==> config.mk <==
export PLATFORM = sky130hd
export DESIGN_NAME = ps2_rx_fifo
export DESIGN_NICKNAME = d
export VERILOG_FILES = /design/src/rtl/ps2_pkg.sv /design/src/rtl/ps2_sync_filter.sv /design/src/rtl/ps2_rx_fifo.sv
export SDC_FILE = /design/constraint.sdc
export NUM_CORES = 1
export LEC_CHECK = 0
export CAP_MARGIN = 20
export CORE_MARGIN = 1
export CORE_UTILIZATION = 50
export DETAILED_ROUTE_END_ITERATION = 10
export PLACE_DENSITY = 0.79
export RECOVER_POWER = 50
export SYNTH_ARGS = -nofsm -noshare
export SYNTH_HDL_FRONTEND = slang
export SYNTH_SLANG_ARGS = --single-unit
==> constraint.sdc <==
create_clock -name clk -period 8.2 [get_ports clk]
set_input_delay 2.05 -clock clk [delete_from_list [all_inputs] [get_ports clk]]
set_output_delay 2.05 -clock clk [all_outputs]
set_load 0.005 [all_outputs]
==> src/rtl/ps2_pkg.sv <==
// Shared types and frame constants for the PS/2 receive path.
package ps2_pkg;
  typedef enum logic [1:0] {IDLE, DATA, PARITY, STOP} ps2_state_t;

  localparam int   PS2_DATA_BITS  = 8;
  localparam int   PS2_FRAME_BITS = 11;
  localparam logic PS2_IDLE_LEVEL = 1'b1;
endpackage

==> src/rtl/ps2_sync_filter.sv <==
// Two-flop synchroniser followed by an agreement filter: the output only
// moves after FILTER_LEN consecutive synchronised samples at the new level.
module ps2_sync_filter
  import ps2_pkg::*;
#(
  parameter int FILTER_LEN = 4
) (
  input  logic clk,
  input  logic rst,
  input  logic raw,
  output logic filtered
);
  localparam int CW = (FILTER_LEN > 1) ? $clog2(FILTER_LEN) : 1;

  logic [1:0]    sync_q, sync_d;
  logic          filt_q, filt_d;
  logic [CW-1:0] cnt_q, cnt_d;

  always_comb begin
    sync_d = {sync_q[0], raw};
    filt_d = filt_q;
    cnt_d  = '0;
    // Any sample agreeing with the current output restarts the run.
    if (sync_q[1] != filt_q) begin
      if (cnt_q == CW'(FILTER_LEN - 1)) filt_d = sync_q[1];
      else                              cnt_d  = cnt_q + CW'(1);
    end
  end

  always_ff @(posedge clk) begin
    if (rst) begin
      sync_q <= {2{PS2_IDLE_LEVEL}};
      filt_q <= PS2_IDLE_LEVEL;
      cnt_q  <= '0;
    end else begin
      sync_q <= sync_d;
      filt_q <= filt_d;
      cnt_q  <= cnt_d;
    end
  end

  assign filtered = filt_q;
endmodule

==> src/rtl/ps2_rx_fifo.sv <==
// PS/2 device-to-host receiver: filtered pins, frame FSM with timeout,
// and a byte FIFO presented as valid/ready.
module ps2_rx_fifo
  import ps2_pkg::*;
#(
  parameter int FILTER_LEN     = 4,
  parameter int TIMEOUT_CYCLES = 2048,
  parameter int FIFO_DEPTH     = 8,
  parameter int CNT_W          = $clog2(FIFO_DEPTH + 1)
) (
  input  logic             clk,
  input  logic             rst,
  input  logic             ps2_clk,
  input  logic             ps2_data,
  input  logic             rx_ready,
  input  logic             err_clr,
  output logic             rx_valid,
  output logic [7:0]       rx_data_o,
  output logic [CNT_W-1:0] fifo_count,
  output logic             parity_err,
  output logic             frame_err,
  output logic             timeout_err,
  output logic             overflow
);
  localparam int AW = $clog2(FIFO_DEPTH);
  localparam int PW = AW + 1;
  localparam int TW = $clog2(TIMEOUT_CYCLES + 1);
  localparam int BW = $clog2(PS2_DATA_BITS + 1);

  logic clk_f, data_f, clk_prev_q, fall;

  ps2_sync_filter #(.FILTER_LEN(FILTER_LEN)) u_clk_filt (
    .clk(clk), .rst(rst), .raw(ps2_clk), .filtered(clk_f));
  ps2_sync_filter #(.FILTER_LEN(FILTER_LEN)) u_data_filt (
    .clk(clk), .rst(rst), .raw(ps2_data), .filtered(data_f));

  assign fall = clk_prev_q & ~clk_f;

  ps2_state_t      state_q, state_d;
  logic [BW-1:0]   bit_cnt_q, bit_cnt_d;
  logic [7:0]      shift_q, shift_d;
  logic            par_q, par_d;
  logic [TW-1:0]   to_cnt_q, to_cnt_d;
  logic            to_hit, push;
  logic            parity_err_q, parity_err_d;
  logic            frame_err_q, frame_err_d;
  logic            timeout_err_q, timeout_err_d;

  // A fall in the expiry cycle wins over the timeout.
  assign to_hit = (state_q != IDLE) && !fall &&
                  (to_cnt_q == TW'(TIMEOUT_CYCLES - 1));

  always_ff @(posedge clk) begin
    if (rst) state_q <= IDLE;
    else     state_q <= state_d;
  end

  always_comb begin
    state_d = state_q;
    if (to_hit) state_d = IDLE;
    else if (fall) begin
      case (state_q)
        IDLE:    if (!data_f) state_d = DATA;
        DATA:    if (bit_cnt_q == BW'(PS2_DATA_BITS - 1)) state_d = PARITY;
        PARITY:  state_d = STOP;
        default: state_d = IDLE;
      endcase
    end
  end

  always_comb begin
    bit_cnt_d     = bit_cnt_q;
    shift_d       = shift_q;
    par_d         = par_q;
    to_cnt_d      = '0;
    push          = 1'b0;
    parity_err_d  = 1'b0;
    frame_err_d   = 1'b0;
    timeout_err_d = 1'b0;
    if (state_q != IDLE && !fall && !to_hit) to_cnt_d = to_cnt_q + TW'(1);
    if (to_hit) begin
      timeout_err_d = 1'b1;
      shift_d       = '0;
    end else if (fall) begin
      case (state_q)
        IDLE: begin
          if (!data_f) bit_cnt_d   = '0;
          else         frame_err_d = 1'b1;
        end
        DATA: begin
          shift_d   = {data_f, shift_q[7:1]};
          bit_cnt_d = bit_cnt_q + BW'(1);
        end
        PARITY: par_d = data_f;
        default: begin
          if (!data_f)                   frame_err_d  = 1'b1;
          else if (!(^{shift_q, par_q})) parity_err_d = 1'b1;
          else                           push         = 1'b1;
        end
      endcase
    end
  end

  always_ff @(posedge clk) begin
    if (rst) begin
      clk_prev_q    <= PS2_IDLE_LEVEL;
      bit_cnt_q     <= '0;
      shift_q       <= '0;
      par_q         <= 1'b0;
      to_cnt_q      <= '0;
      parity_err_q  <= 1'b0;
      frame_err_q   <= 1'b0;
      timeout_err_q <= 1'b0;
    end else begin
      clk_prev_q    <= clk_f;
      bit_cnt_q     <= bit_cnt_d;
      shift_q       <= shift_d;
      par_q         <= par_d;
      to_cnt_q      <= to_cnt_d;
      parity_err_q  <= parity_err_d;
      frame_err_q   <= frame_err_d;
      timeout_err_q <= timeout_err_d;
    end
  end

  // FIFO: pointers carry an extra wrap bit to tell full from empty.
  logic [7:0]    mem_q [FIFO_DEPTH];
  logic [7:0]    mem_d [FIFO_DEPTH];
  logic [PW-1:0] wr_q, wr_d, rd_q, rd_d;
  logic          ovf_q, ovf_d;
  logic          empty, full, pop, push_ok;

  assign empty   = (wr_q == rd_q);
  assign full    = (wr_q[AW] != rd_q[AW]) && (wr_q[AW-1:0] == rd_q[AW-1:0]);
  assign pop     = !empty && rx_ready;
  assign push_ok = push && (!full || pop);

  always_comb begin
    mem_d = mem_q;
    if (push_ok) mem_d[wr_q[AW-1:0]] = shift_q;
    wr_d  = wr_q + PW'(push_ok);
    rd_d  = rd_q + PW'(pop);
    ovf_d = ovf_q;
    if (push && full && !pop) ovf_d = 1'b1;
    else if (err_clr)         ovf_d = 1'b0;
  end

  always_ff @(posedge clk) begin
    if (rst) begin
      for (int i = 0; i < FIFO_DEPTH; i++) mem_q[i] <= '0;
      wr_q  <= '0;
      rd_q  <= '0;
      ovf_q <= 1'b0;
    end else begin
      mem_q <= mem_d;
      wr_q  <= wr_d;
      rd_q  <= rd_d;
      ovf_q <= ovf_d;
    end
  end

  assign rx_valid    = !empty;
  assign rx_data_o   = empty ? 8'h00 : mem_q[rd_q[AW-1:0]];
  assign fifo_count  = CNT_W'(wr_q - rd_q);
  assign parity_err  = parity_err_q;
  assign frame_err   = frame_err_q;
  assign timeout_err = timeout_err_q;
  assign overflow    = ovf_q;
endmodule

* After elaboration in Yosys (flattened, before gate mapping)
Cells that the tools add are included.
** Cells by class
- $add $sub $neg :: 7
- Multipliers :: 0
- Divide/modulo/power cells :: 0
- Magnitude comparators :: 3
- Equality and inequality tests :: 13
- Shift operators :: 0
- Multiplexer cells :: 24
- Bitwise operators :: 10
- Reductions and logical operators :: 34
** Operators by type and width (number)
- $bwmux 64 :: 1
- $mux 8 :: 4
- $bmux 8 s3 :: 1
- $demux 8 s3 :: 1
- $add 12x1->12 const B :: 1
- $eq 12x11->1 const B :: 1
- $reduce_or 3->1 :: 4
- $mux 1 :: 11
- $logic_and 1x1->1 :: 9
- $reduce_xor 9->1 :: 1
- $add 4x1->4 :: 2
- $ge 4x4->1 const B :: 2
- $not 3->4 :: 2
- $pmux 4 s2 :: 1
- $not 1->1 :: 7
- $reduce_or 7->1 :: 1
- $eq 2x2->1 const B :: 3
- $pmux 2 s3 :: 1
- $reduce_and 2->1 :: 3
- $reduce_and 3->1 :: 2
- $reduce_bool 2->1 :: 3
- $reduce_or 2->1 :: 3
- $logic_not 1->1 :: 5
- $add 2x1->2 const B :: 2
- other kinds (16) :: 20
** Word-level totals
- Register bits :: 114
- Latch bits :: 0
- Memory bits (writable) :: 0
- Memory bits (read-only) :: 0
- Bits of input ports :: 6
- Output and inout port bits :: 17
- Memories kept :: 0

* Depth between registers and ports, before layout
- Depth in word-level cells :: 9
- Gate-level depth with buffers :: 11
- Depth with buffers taken out :: 9

* Cells and area by module
Synthesis repeated with hierarchy kept, for this count alone.
** Second synthesis, totals
- Cell total of the unflattened synthesis :: 527
- Area, all modules :: 5382.7 µm²
** By module, submodules not included
- ps2_rx_fifo :: times used 1, cells each 501, area each 5039.8 µm²
- ps2_sync_filter :: times used 2, cells each 13, area each 171.4 µm²

* Least setup slack after synthesis
OpenSTA, ideal clock, no wires.
- Kind :: flip-flop to output port
- Start point :: reg rd_q[1]
- End point :: out rx_valid
- Arrival time :: 2042 ps
- Setup slack :: 4108 ps
- Stages on the path, launching flop included :: 8
- Cell sequence :: dfxtp_1 clkbuf_1 clkbuf_1 inv_1 ha_1 nand3_1 nor2_1 inv_1
** Between the ends
- Longest elaborated chain between the ends :: 2
** RTL lines
- from (decl) :: RTL line ps2_rx_fifo.sv:129 : logic [PW-1:0] wr_q, wr_d, rd_q, rd_d;
- from (signal assigned) :: RTL line ps2_rx_fifo.sv:157 : rd_q <= rd_d;
- $eq 4x4->1 :: RTL line ps2_rx_fifo.sv:133 : assign empty = (wr_q == rd_q);
- $logic_not 1->1 :: RTL line ps2_rx_fifo.sv:162 : assign rx_valid = !empty;
- to (decl) :: RTL line ps2_rx_fifo.sv:17 : output logic rx_valid,
Every way passes these cells.

==> flow_metrics.py <==
metrics = {
    "power": {
        "p_per_area_nw_per_um2": 204,
        "ir_drop_uv": 181,
        "power.leakage_uw": 0.00250,
    },
    "clocking": {
        "cts_tree": "done",
        "cts-root-buf": "clkbuf_8",
        "cts-htree-levels": 4,
        "cts_buffer_depth": 2,
        "insertion_delay_ns": 0.51,
        "cts_resized": 0,
        "cts_setup_buffers": 0,
        "numCtsBuffers": 17,
        "hold_buffers": 0,
        "clk_pin_slew_ns": 0.05,
        "cts.sinks": 114,
    },
    "timing": {
        "tightest_slew_ns": 2.60,
        "rsz0062_at_grt": "no",
        "skew_ns": 0.00913,
        "period_share": 0.724,
        "max_slew_margin": -0.734,
        "hold_viol_final": 0,
        "drv_slew": 65,
        "timing.final.crit_period_ns": 5.94,
        "setup_tns_ns": 0,
        "setup_viol_count_final": 0,
        "hold_slack_ns": 0.408,
        "fmax_mhz": 168,
    },
    "setup_path": {
        "critical-path-top-delay-family": "buffers and inverters",
        "cp.arrival_ns": 6.35,
        "max_stage_delay_ns": 1.90,
        "start_kind": "input port",
        "crit_buf_inv": 3,
        "cp_max_fo": 64,
        "worstSetupPathType": "input port to flop",
        "critPathRequiredTime_ns": 8.61,
        "crit_chain": "dlygate4sd3_1 -> inv_1 -> clkbuf_1 -> nand2_1 -> mux2i_1",
        "end_kind": "flop",
        "worst_path_max_delay_cell": "clkbuf_1",
    },
    "finish": {
        "diodes": 0,
        "most-common-layout-cells": "dfxtp_1, nand2_1, mux2i_1",
        "nets": 568,
        "final_common_cell": "dfxtp_1",
        "drive_above_1_share": 0.120,
        "area_growth_syn_to_layout_pct": 16.5,
        "fillers": 852,
    },
    "routing": {
        "antenna_left": 0,
        "wl_per_cell_um": 15.7,
        "drtPass1Iterations": 4,
        "vias": 3808,
        "routed_wl_um": 10900,
        "viasPerCell": 5.49,
        "drt_iter0_markers": 174,
        "drc": 0,
    },
    "floorplan": {
        "die_x_um": 105,
        "dieHeight_um": 105,
        "rows": 37,
        "io_pins": 23,
        "initial_core_util": 0.512,
        "die_area_um2": 10900,
        "core_region_area_um2": 10300,
    },
    "logic_synthesis": {
        "syn_area_um2": 5260,
        "yosysWarnings": 0,
        "synth_compound_area_frac": 0.0552,
        "synthXorXnorAreaFrac": 0.0466,
        "synth-async-reset-ratio": 0,
        "ys_ff_latch": 114,
        "synth_mux_area_frac": 0.202,
        "synth_top_family_by_area": "multiplexers",
        "yosys.area_share.adder": 0.0395,
        "synth.distinct_cells": 49,
        "syn_nets": 548,
        "synthFlopType": "dfxtp_1",
        "synth.avg_cell_area_um2": 10.0,
        "ys_seq_area_frac": 0.434,
        "syn_inst": 526,
        "yosys.area_share.simple": 0.192,
        "synth-edff-count": 0,
    },
    "global_route": {
        "track_usage": 0.215,
        "gr-total-overflow": 0,
        "grt_pass1_vias": 3912,
        "grt_max_degree": 77,
        "antenna_found_initial": 0,
        "grt_pass1_wl_um": 18400,
    },
    "placed_design": {
        "dp_hpwl_um": 7270,
        "gp_congestion": 0.798,
        "io_buffers": 22,
    },
    "run_status": {
        "violations": "max-capacitance violations, max-slew violations",
        "outcome": "finished, violations left",
    },
    "job": {
        "max_cap_violations": 1,
    },
    "worst_hold_path": {
        "min_path_type": "flop to flop",
    },
}
-- report_power, final --
group	internal, uW	switching, uW
clock	444	234
sequential	556	0.509
combinational	3.52	9.24
-- layout make-up --
cell class | count | area (um2) | area share
multi-input cells | 373 | 2810 | 0.459
flip-flops and latches | 114 | 2280 | 0.373
clock buffers | 25 | 504 | 0.0823
repair buffers | 25 | 254 | 0.0415
well taps | 136 | 170 | 0.0278
inverters | 15 | 56.3 | 0.00919
clock inverters | 5 | 50.0 | 0.00817
-- registers in the layout, summed over array words and instances, names as in the netlist --
name	flops
bit_cnt_q	4
clk_prev_q	1
frame_err	1
mem_q	64
overflow	1
par_q	1
parity_err	1
rd_q	4
shift_q	8
state_q	2
timeout_err	1
to_cnt_q	12
u_clk_filt.cnt_q	2
u_clk_filt.filtered	1
u_clk_filt.sync_q	2
u_data_filt.cnt_q	2
u_data_filt.filtered	1
u_data_filt.sync_q	2
wr_q	4
-- Yosys cell counts, drive strengths merged, types with 2 or more instances --
master | count | area share
dfxtp | 114 | 0.43
xnor2 | 13 | 0.022
mux2i | 69 | 0.13
or2 | 5 | 0.0059
nor2 | 30 | 0.022
o21ai | 5 | 0.0055
inv | 14 | 0.010
nor3b | 4 | 0.0086
a31oi | 4 | 0.016
and3 | 5 | 0.0059
ha | 15 | 0.036
or3 | 6 | 0.0071
and4 | 3 | 0.0050
a21oi | 24 | 0.023
nand2b | 3 | 0.0036
nand3 | 19 | 0.020
nand4b | 2 | 0.0033
nand2 | 110 | 0.079
mux4 | 16 | 0.069
xor2 | 9 | 0.016
nor4 | 3 | 0.0064
nor3 | 6 | 0.0057
xnor3 | 2 | 0.0086
clkbuf | 19 | 0.014
nor2b | 7 | 0.0083
buf | 5 | 0.0067
-- kinds of logic (layout without fill, tap and decap cells) --
group / count (synthesis) / count (layout)
AO/OA/AOI/OAI: 39 / 39
adder cells (fa/ha/maj): 16 / 16
flip-flops: 114 / 114
XOR/XNOR: 24 / 24
buffers and inverters: 39 / 70
AND/OR/NAND/NOR: 208 / 208
multiplexers: 86 / 86
-- routing by layer --
metal  vias up  global-route usage  wire length [um]
li1       1855                   -                 -
met1      1870               0.250              4850
met2        67               0.374              5510
met3        16              0.0555               332
met4         0              0.0898               193
met5         -                   0                 0
-- worst paths after layout --
kind                                            start               endpoint  slack [ns]  cells after the start
worst max-delay path                              rst              mem_q[51]        2.26                      5
worst min register to register  u_data_filt.sync_q[0]  u_data_filt.sync_q[1]        0.41                      1
worst max register to register                rd_q[2]                rd_q[2]        4.99                      9
worst min-delay path            u_data_filt.sync_q[0]  u_data_filt.sync_q[1]        0.41                      1
-- through the flow --
| step | utilization | cell area, um2 | setup slack, ns | power [uW] | instances |
|---|---|---|---|---|---|
| after floorplan | - | 5260 | 4.11 | 576 | 526 |
| after global placement | 0.539 | 5540 | 3.42 | 580 | 660 |
| after detailed placement | 0.539 | 5540 | 3.32 | 581 | 660 |
| after CTS | 0.593 | 6100 | 2.78 | 1250 | 690 |
| after global routing | 0.596 | 6130 | 1.90 | 1280 | 693 |
| final | 0.596 | 6130 | 2.26 | 1250 | 693 |
Power figures use the tool's default switching activity.
